$ cat src/rtl/frame_pixel_streamer.sv
// frame_pixel_streamer: reads a frame buffer in raster order and streams the
// pixels over a valid/ready interface with start-of-frame, end-of-line and
// end-of-frame markers. Read data is parked in a 2-entry output FIFO so that
// back-pressure never loses a returning pixel.
// Optional feature macro: FRAME_PIXEL_STREAMER_TEST_PATTERN_EN adds a
// pattern_en input that swaps the frame buffer for a vertical zebra pattern.
module frame_pixel_streamer #(
  parameter int IMG_WIDTH   = 320,
  parameter int IMG_HEIGHT  = 240,
  parameter int W           = 8,
  parameter int STRIPE_LOG2 = 4
) (
  input  logic                                   clk,
  input  logic                                   rst,
  input  logic                                   start,
`ifdef FRAME_PIXEL_STREAMER_TEST_PATTERN_EN
  input  logic                                   pattern_en,
`endif
  output logic                                   busy,
  output logic                                   frame_done,
  output logic                                   rd_en,
  output logic [$clog2(IMG_WIDTH*IMG_HEIGHT)-1:0] rd_addr,
  input  logic [W-1:0]                           rd_data,
  output logic                                   y_valid,
  input  logic                                   y_ready,
  output logic [W-1:0]                           y_data,
  output logic                                   y_sof,
  output logic                                   y_eol,
  output logic                                   y_eof
);

  localparam int NPIX = IMG_WIDTH * IMG_HEIGHT;
  localparam int AW   = $clog2(NPIX);
  localparam int XW   = (IMG_WIDTH > 1) ? $clog2(IMG_WIDTH) : 1;
  localparam int YW   = (IMG_HEIGHT > 1) ? $clog2(IMG_HEIGHT) : 1;

  typedef enum logic [1:0] {IDLE, STREAM, DRAIN} streamState_t;

  streamState_t r_state;
  streamState_t w_nextState;

  logic [XW-1:0] r_x;
  logic [YW-1:0] r_y;
  logic [AW-1:0] r_addr;

  logic          r_infValid;
  logic [2:0]    r_infMarks;

  logic [W-1:0]  r_fifoData  [2];
  logic [2:0]    r_fifoMarks [2];
  logic          r_rdPtr;
  logic          r_wrPtr;
  logic [1:0]    r_count;
  logic          r_done;

  logic          w_issue;
  logic          w_accept;
  logic          w_pop;
  logic          w_lastPix;
  logic          w_room;
  logic [2:0]    w_level;
  logic          w_issueSof;
  logic          w_issueEol;
  logic          w_issueEof;
  logic [W-1:0]  w_pushData;

  assign y_valid    = (r_count != 2'd0);
  assign w_pop      = y_valid && y_ready;
  assign w_lastPix  = w_pop && r_fifoMarks[r_rdPtr][0];
  assign w_level    = {1'b0, r_count} + {2'b0, r_infValid};
  // The slot freed by this cycle's pop counts as room, so a steady stream
  // keeps one read per cycle without ever overrunning the two entries.
  assign w_room     = (w_level < (3'd2 + {2'b0, w_pop}));
  assign w_issueSof = (r_x == '0) && (r_y == '0);
  assign w_issueEol = (r_x == XW'(IMG_WIDTH - 1));
  assign w_issueEof = w_issueEol && (r_y == YW'(IMG_HEIGHT - 1));

  assign busy       = (r_state != IDLE);
  assign frame_done = r_done;
  assign rd_addr    = r_addr;
  assign y_data     = r_fifoData[r_rdPtr];
  assign y_sof      = y_valid && r_fifoMarks[r_rdPtr][2];
  assign y_eol      = y_valid && r_fifoMarks[r_rdPtr][1];
  assign y_eof      = y_valid && r_fifoMarks[r_rdPtr][0];

`ifdef FRAME_PIXEL_STREAMER_TEST_PATTERN_EN
  logic          r_pattern;
  logic          r_infStripe;
  logic          w_stripe;
  logic [XW-1:0] w_xShift;

  assign w_xShift   = r_x >> STRIPE_LOG2;
  assign w_stripe   = ~|(w_xShift & XW'(1));
  assign rd_en      = w_issue && !r_pattern;
  assign w_pushData = r_pattern ? {W{r_infStripe}} : rd_data;

  // Latch the pixel source with the accepted start and track the stripe of the in-flight pixel
  always_ff @(posedge clk) begin
    if (rst) begin
      r_pattern   <= 1'b0;
      r_infStripe <= 1'b0;
    end else begin
      if (w_accept) r_pattern <= pattern_en;
      r_infStripe <= w_stripe;
    end
  end
`else
  assign rd_en      = w_issue;
  assign w_pushData = rd_data;
`endif

  // State register
  always_ff @(posedge clk) begin
    if (rst) r_state <= IDLE;
    else     r_state <= w_nextState;
  end

  // Next-state decode plus read-issue and start-accept strobes
  always_comb begin
    w_nextState = r_state;
    w_issue     = 1'b0;
    w_accept    = 1'b0;
    case (r_state)
      IDLE: begin
        if (start) begin
          w_nextState = STREAM;
          w_accept    = 1'b1;
        end
      end
      STREAM: begin
        w_issue = w_room;
        if (w_room && w_issueEof) w_nextState = DRAIN;
      end
      DRAIN: begin
        if (w_lastPix) w_nextState = IDLE;
      end
      default: w_nextState = IDLE;
    endcase
  end

  // Raster counters and the one-deep record of the read currently in flight
  always_ff @(posedge clk) begin
    if (rst) begin
      r_x        <= '0;
      r_y        <= '0;
      r_addr     <= '0;
      r_infValid <= 1'b0;
      r_infMarks <= '0;
    end else begin
      if (w_accept) begin
        r_x    <= '0;
        r_y    <= '0;
        r_addr <= '0;
      end else if (w_issue) begin
        if (w_issueEol) begin
          r_x <= '0;
          r_y <= w_issueEof ? '0 : r_y + 1'b1;
        end else begin
          r_x <= r_x + 1'b1;
        end
        r_addr <= w_issueEof ? '0 : r_addr + 1'b1;
      end
      r_infValid <= w_issue;
      r_infMarks <= {w_issueSof, w_issueEol, w_issueEof};
    end
  end

  // Two-entry output FIFO: returning pixel pushed, head popped on handshake
  always_ff @(posedge clk) begin
    if (rst) begin
      r_fifoData[0]  <= '0;
      r_fifoData[1]  <= '0;
      r_fifoMarks[0] <= '0;
      r_fifoMarks[1] <= '0;
      r_rdPtr        <= 1'b0;
      r_wrPtr        <= 1'b0;
      r_count        <= 2'd0;
    end else begin
      if (r_infValid) begin
        r_fifoData[r_wrPtr]  <= w_pushData;
        r_fifoMarks[r_wrPtr] <= r_infMarks;
        r_wrPtr              <= ~r_wrPtr;
      end
      if (w_pop) r_rdPtr <= ~r_rdPtr;
      r_count <= r_count + {1'b0, r_infValid} - {1'b0, w_pop};
    end
  end

  // Completion pulse in the cycle after the last pixel leaves
  always_ff @(posedge clk) begin
    if (rst) r_done <= 1'b0;
    else     r_done <= w_lastPix;
  end

endmodule

$ cat config.mk
export PLATFORM = sky130hd
export DESIGN_NAME = frame_pixel_streamer
export DESIGN_NICKNAME = d
export VERILOG_FILES = /design/src/rtl/frame_pixel_streamer.sv
export SDC_FILE = /design/constraint.sdc
export NUM_CORES = 1
export LEC_CHECK = 0
export BUFFER_PORTS_ARGS = -buffer_cell sky130_fd_sc_hd__buf_2
export CAP_MARGIN = 40
export CORE_ASPECT_RATIO = 0.8
export CORE_UTILIZATION = 55
export CTS_BUF_LIST = sky130_fd_sc_hd__clkbuf_2 sky130_fd_sc_hd__clkbuf_4 sky130_fd_sc_hd__clkbuf_8
export DETAILED_ROUTE_END_ITERATION = 8
export PLACE_DENSITY_LB_ADDON = 0.05
export RECOVER_POWER = 25
export SYNTH_ARGS = -nofsm -noshare
export SYNTH_HDL_FRONTEND = slang
export SYNTH_SLANG_ARGS = --single-unit
export TNS_END_PERCENT = 30
$ cat constraint.sdc
create_clock -name clk -period 3.8 [get_ports clk]
set_input_delay 0.76 -clock clk [delete_from_list [all_inputs] [get_ports clk]]
set_output_delay 0.76 -clock clk [all_outputs]
set_load 0.02 [all_outputs]
==> impl_metrics.ini <==
[run_status]
status = complete, no violations

[timing]
relSlewSlack_pct = 48.4
period_share_pct = 75.6
hold_viol = 0
finalCriticalPeriod_ns = 2.87
fmax_mhz = 348
worst_pin_slew_ns = 0.775
maxSlewViolCount = 0
rsz0062_at_grt = no
tns_ns = 0
setup_viol_count_final = 0
skew_ns = 0.00818

[die]
die_area_sq_um = 6160
num_io_pins = 44
start_util_pct = 58.2
rows = 24
die_w_um = 87.5
coreArea_sq_um = 5530
fp.dieH_um = 70.4

[layout]
syn_to_final_growth_pct = 14.9
nFillCells = 475
layout.nets = 394
final_cell_mix = 46 x dfxtp_1, 44 x nor2_1, 42 x buf_2, 22 x edfxtp_1, 21 x xor2_1
antenna_cells = 0
final_common_cell = dfxtp_1
drive_above_1_share_pct = 20.6

[critical_path]
worst-setup-path-type = flip-flop to output pin
arrival_ns = 2.11
start_kind = flip-flop
cp.required_ns = 3.04
crit_fanout = 24
ff2ff_setup_slack_ns = 1.60
cp-end-kind = output pin

[logic_synthesis]
yosys_register_bits = 68
synthFlopType = dfxtp_1
seq_area_frac_synth_pct = 49.2
synthArstFlopShare_pct = 0
synth_area_sq_um = 3210
yosysWarnings = 0
syn_avg_cell_area_sq_um = 9.86
syn-num-nets = 347
synth-edff-count = 22
synth.distinct_cells = 44
syn_inst = 326

[grt]
antenna_found_initial = 0
grt_max_degree = 25
grt-ovfl-total = 0
grt_usage_pct = 21.7
grt_pass1_vias = 2187
grt_pass1_wl_um = 10200

[routing]
vias_per_cell = 5.39
vias = 2460
drcViolationCount = 0
drtAntennaViolNets = 0
wire_per_inst_um = 13.6
first_iter_violations = 122
dr.pass1.iters = 4
wl_um = 6200

[pwr]
switching_share_pct = 29.1
power_density_nw_per_um2 = 461
power_mw = 1.70
pwr-share-comb_pct = 16.9
leakage_nw = 1.49
p_int_mw = 1.21
p_switching_mw = 0.495
peakVddDrop_v = 0.000208
p_seq_share_pct = 48.4
clockPowerShare_pct = 34.7

[clock_tree]
clkTransAtPathRegs_ns = 0.07
cts_max_path_buffers = 2
cts_buffers = 9
clock_latency_ns = 0.34
cts_setup_buffers = 0
cts_root_buffer = clkbuf_8
cts_resized = 0
cts.sinks = 68
h-tree-depth = 3
ctsHoldBuffers = 0
cts_tree = done

[placed_design]
dp_hpwl_um = 4310
io_buffers = 43
place_congestion = 0.893

[worst_hold_path]
worstHoldPathType = flip-flop to flip-flop

[job]
drv_cap = 0
## per-layer routing
metal	vias up	wire [um]	track usage, %
li1	1220	-	-
met1	1170	3020	30.2
met2	62	2880	31.7
met3	8	238	6.74
met4	0	72	7.83
met5	-	0	0
## cell families after synthesis
logic type / share of synthesized area [%]
xor gates and xnor gates: 7.63
adders and majority gates: 3.50
and+or+nand+nor: 27.0
buffers and inverters: 3.66
AOI/OAI and AO/OA: 5.29
muxes: 3.74
DFF: 49.2
## metrics by stage
| step | area, sq um | utilization, % | hold slack, ns | std cells | setup WS, ns |
|---|---|---|---|---|---|
| global placement | 3500 | 63.4 | 0.480 | 440 | 1.26 |
| CTS | 3700 | 67.0 | 0.492 | 456 | 0.918 |
| detailed placement | 3500 | 63.4 | 0.481 | 440 | 1.23 |
| finish | 3690 | 66.8 | 0.493 | 456 | 0.926 |
| floorplan | 3210 | - | 0.457 | 326 | 1.56 |
| global route | 3690 | 66.8 | 0.525 | 456 | 0.761 |
## worst paths after layout
kind | start | cells past startpoint | end
setup / recovery | r_infValid | 7 | rd_en
hold / removal | r_y[1] | 2 | r_y[1]
setup reg to reg | r_infValid | 7 | rd_addr[4]
hold reg to reg | r_y[1] | 2 | r_y[1]
## Yosys cell counts (all sizes together), types with 5 or more instances
library cell	number	area (sq um)
dfxtp	46	921
nor2	44	165
and2	23	144
edfxtp	22	661
xor2	21	184
nand2	19	71.3
inv	16	60.1
nand3	16	85.1
nand4	13	81.3
a21oi	10	50.1
and3	10	62.6
ha	9	113
mux2	8	90.1
o21ai	8	62.6
xnor2	7	61.3
clkbuf	6	22.5
buf	5	31.3
nor4	5	31.3
## flip-flops by register name, indices dropped and copies added (netlist names), named ones only
name / flops
rd_addr: 17
r_rdPtr: 1
r_infMarks: 3
r_fifoMarks: 6
r_y: 8
r_fifoData: 16
r_wrPtr: 1
r_count: 2
r_state: 2
r_x: 9
r_infValid: 1
frame_done: 1
## critical path, stage by stage, from the launching register on
cell	delay, ns
dfxtp_1	0.37
ha_1	0.22
ha_1	0.24
nor3_4	0.12
buf_4	0.29
nand2_1	0.19
clkinv_1	0.16
buf_2	0.18
## power by group through the flow
stage	registers, mW	clock network (mW)	logic, mW
after CTS	0.825	0.602	0.292
after detailed placement	0.842	0	0.290
after floorplan	0.824	0	0.228
final	0.824	0.590	0.288
after global routing	0.830	0.627	0.315
after global placement	0.840	0	0.286
## layout make-up
cell class	count	area, sq um	share of cell area, %
repair buffers	47	236	6.40
flip-flops and latches	68	1580	42.8
well taps	78	97.6	2.64
inverters	17	63.8	1.73
clock inverters	7	75.1	2.03
multi-input cells	230	1520	41.0
clock buffers	9	124	3.35
No activity file was read; power rests on OpenSTA's default activity.
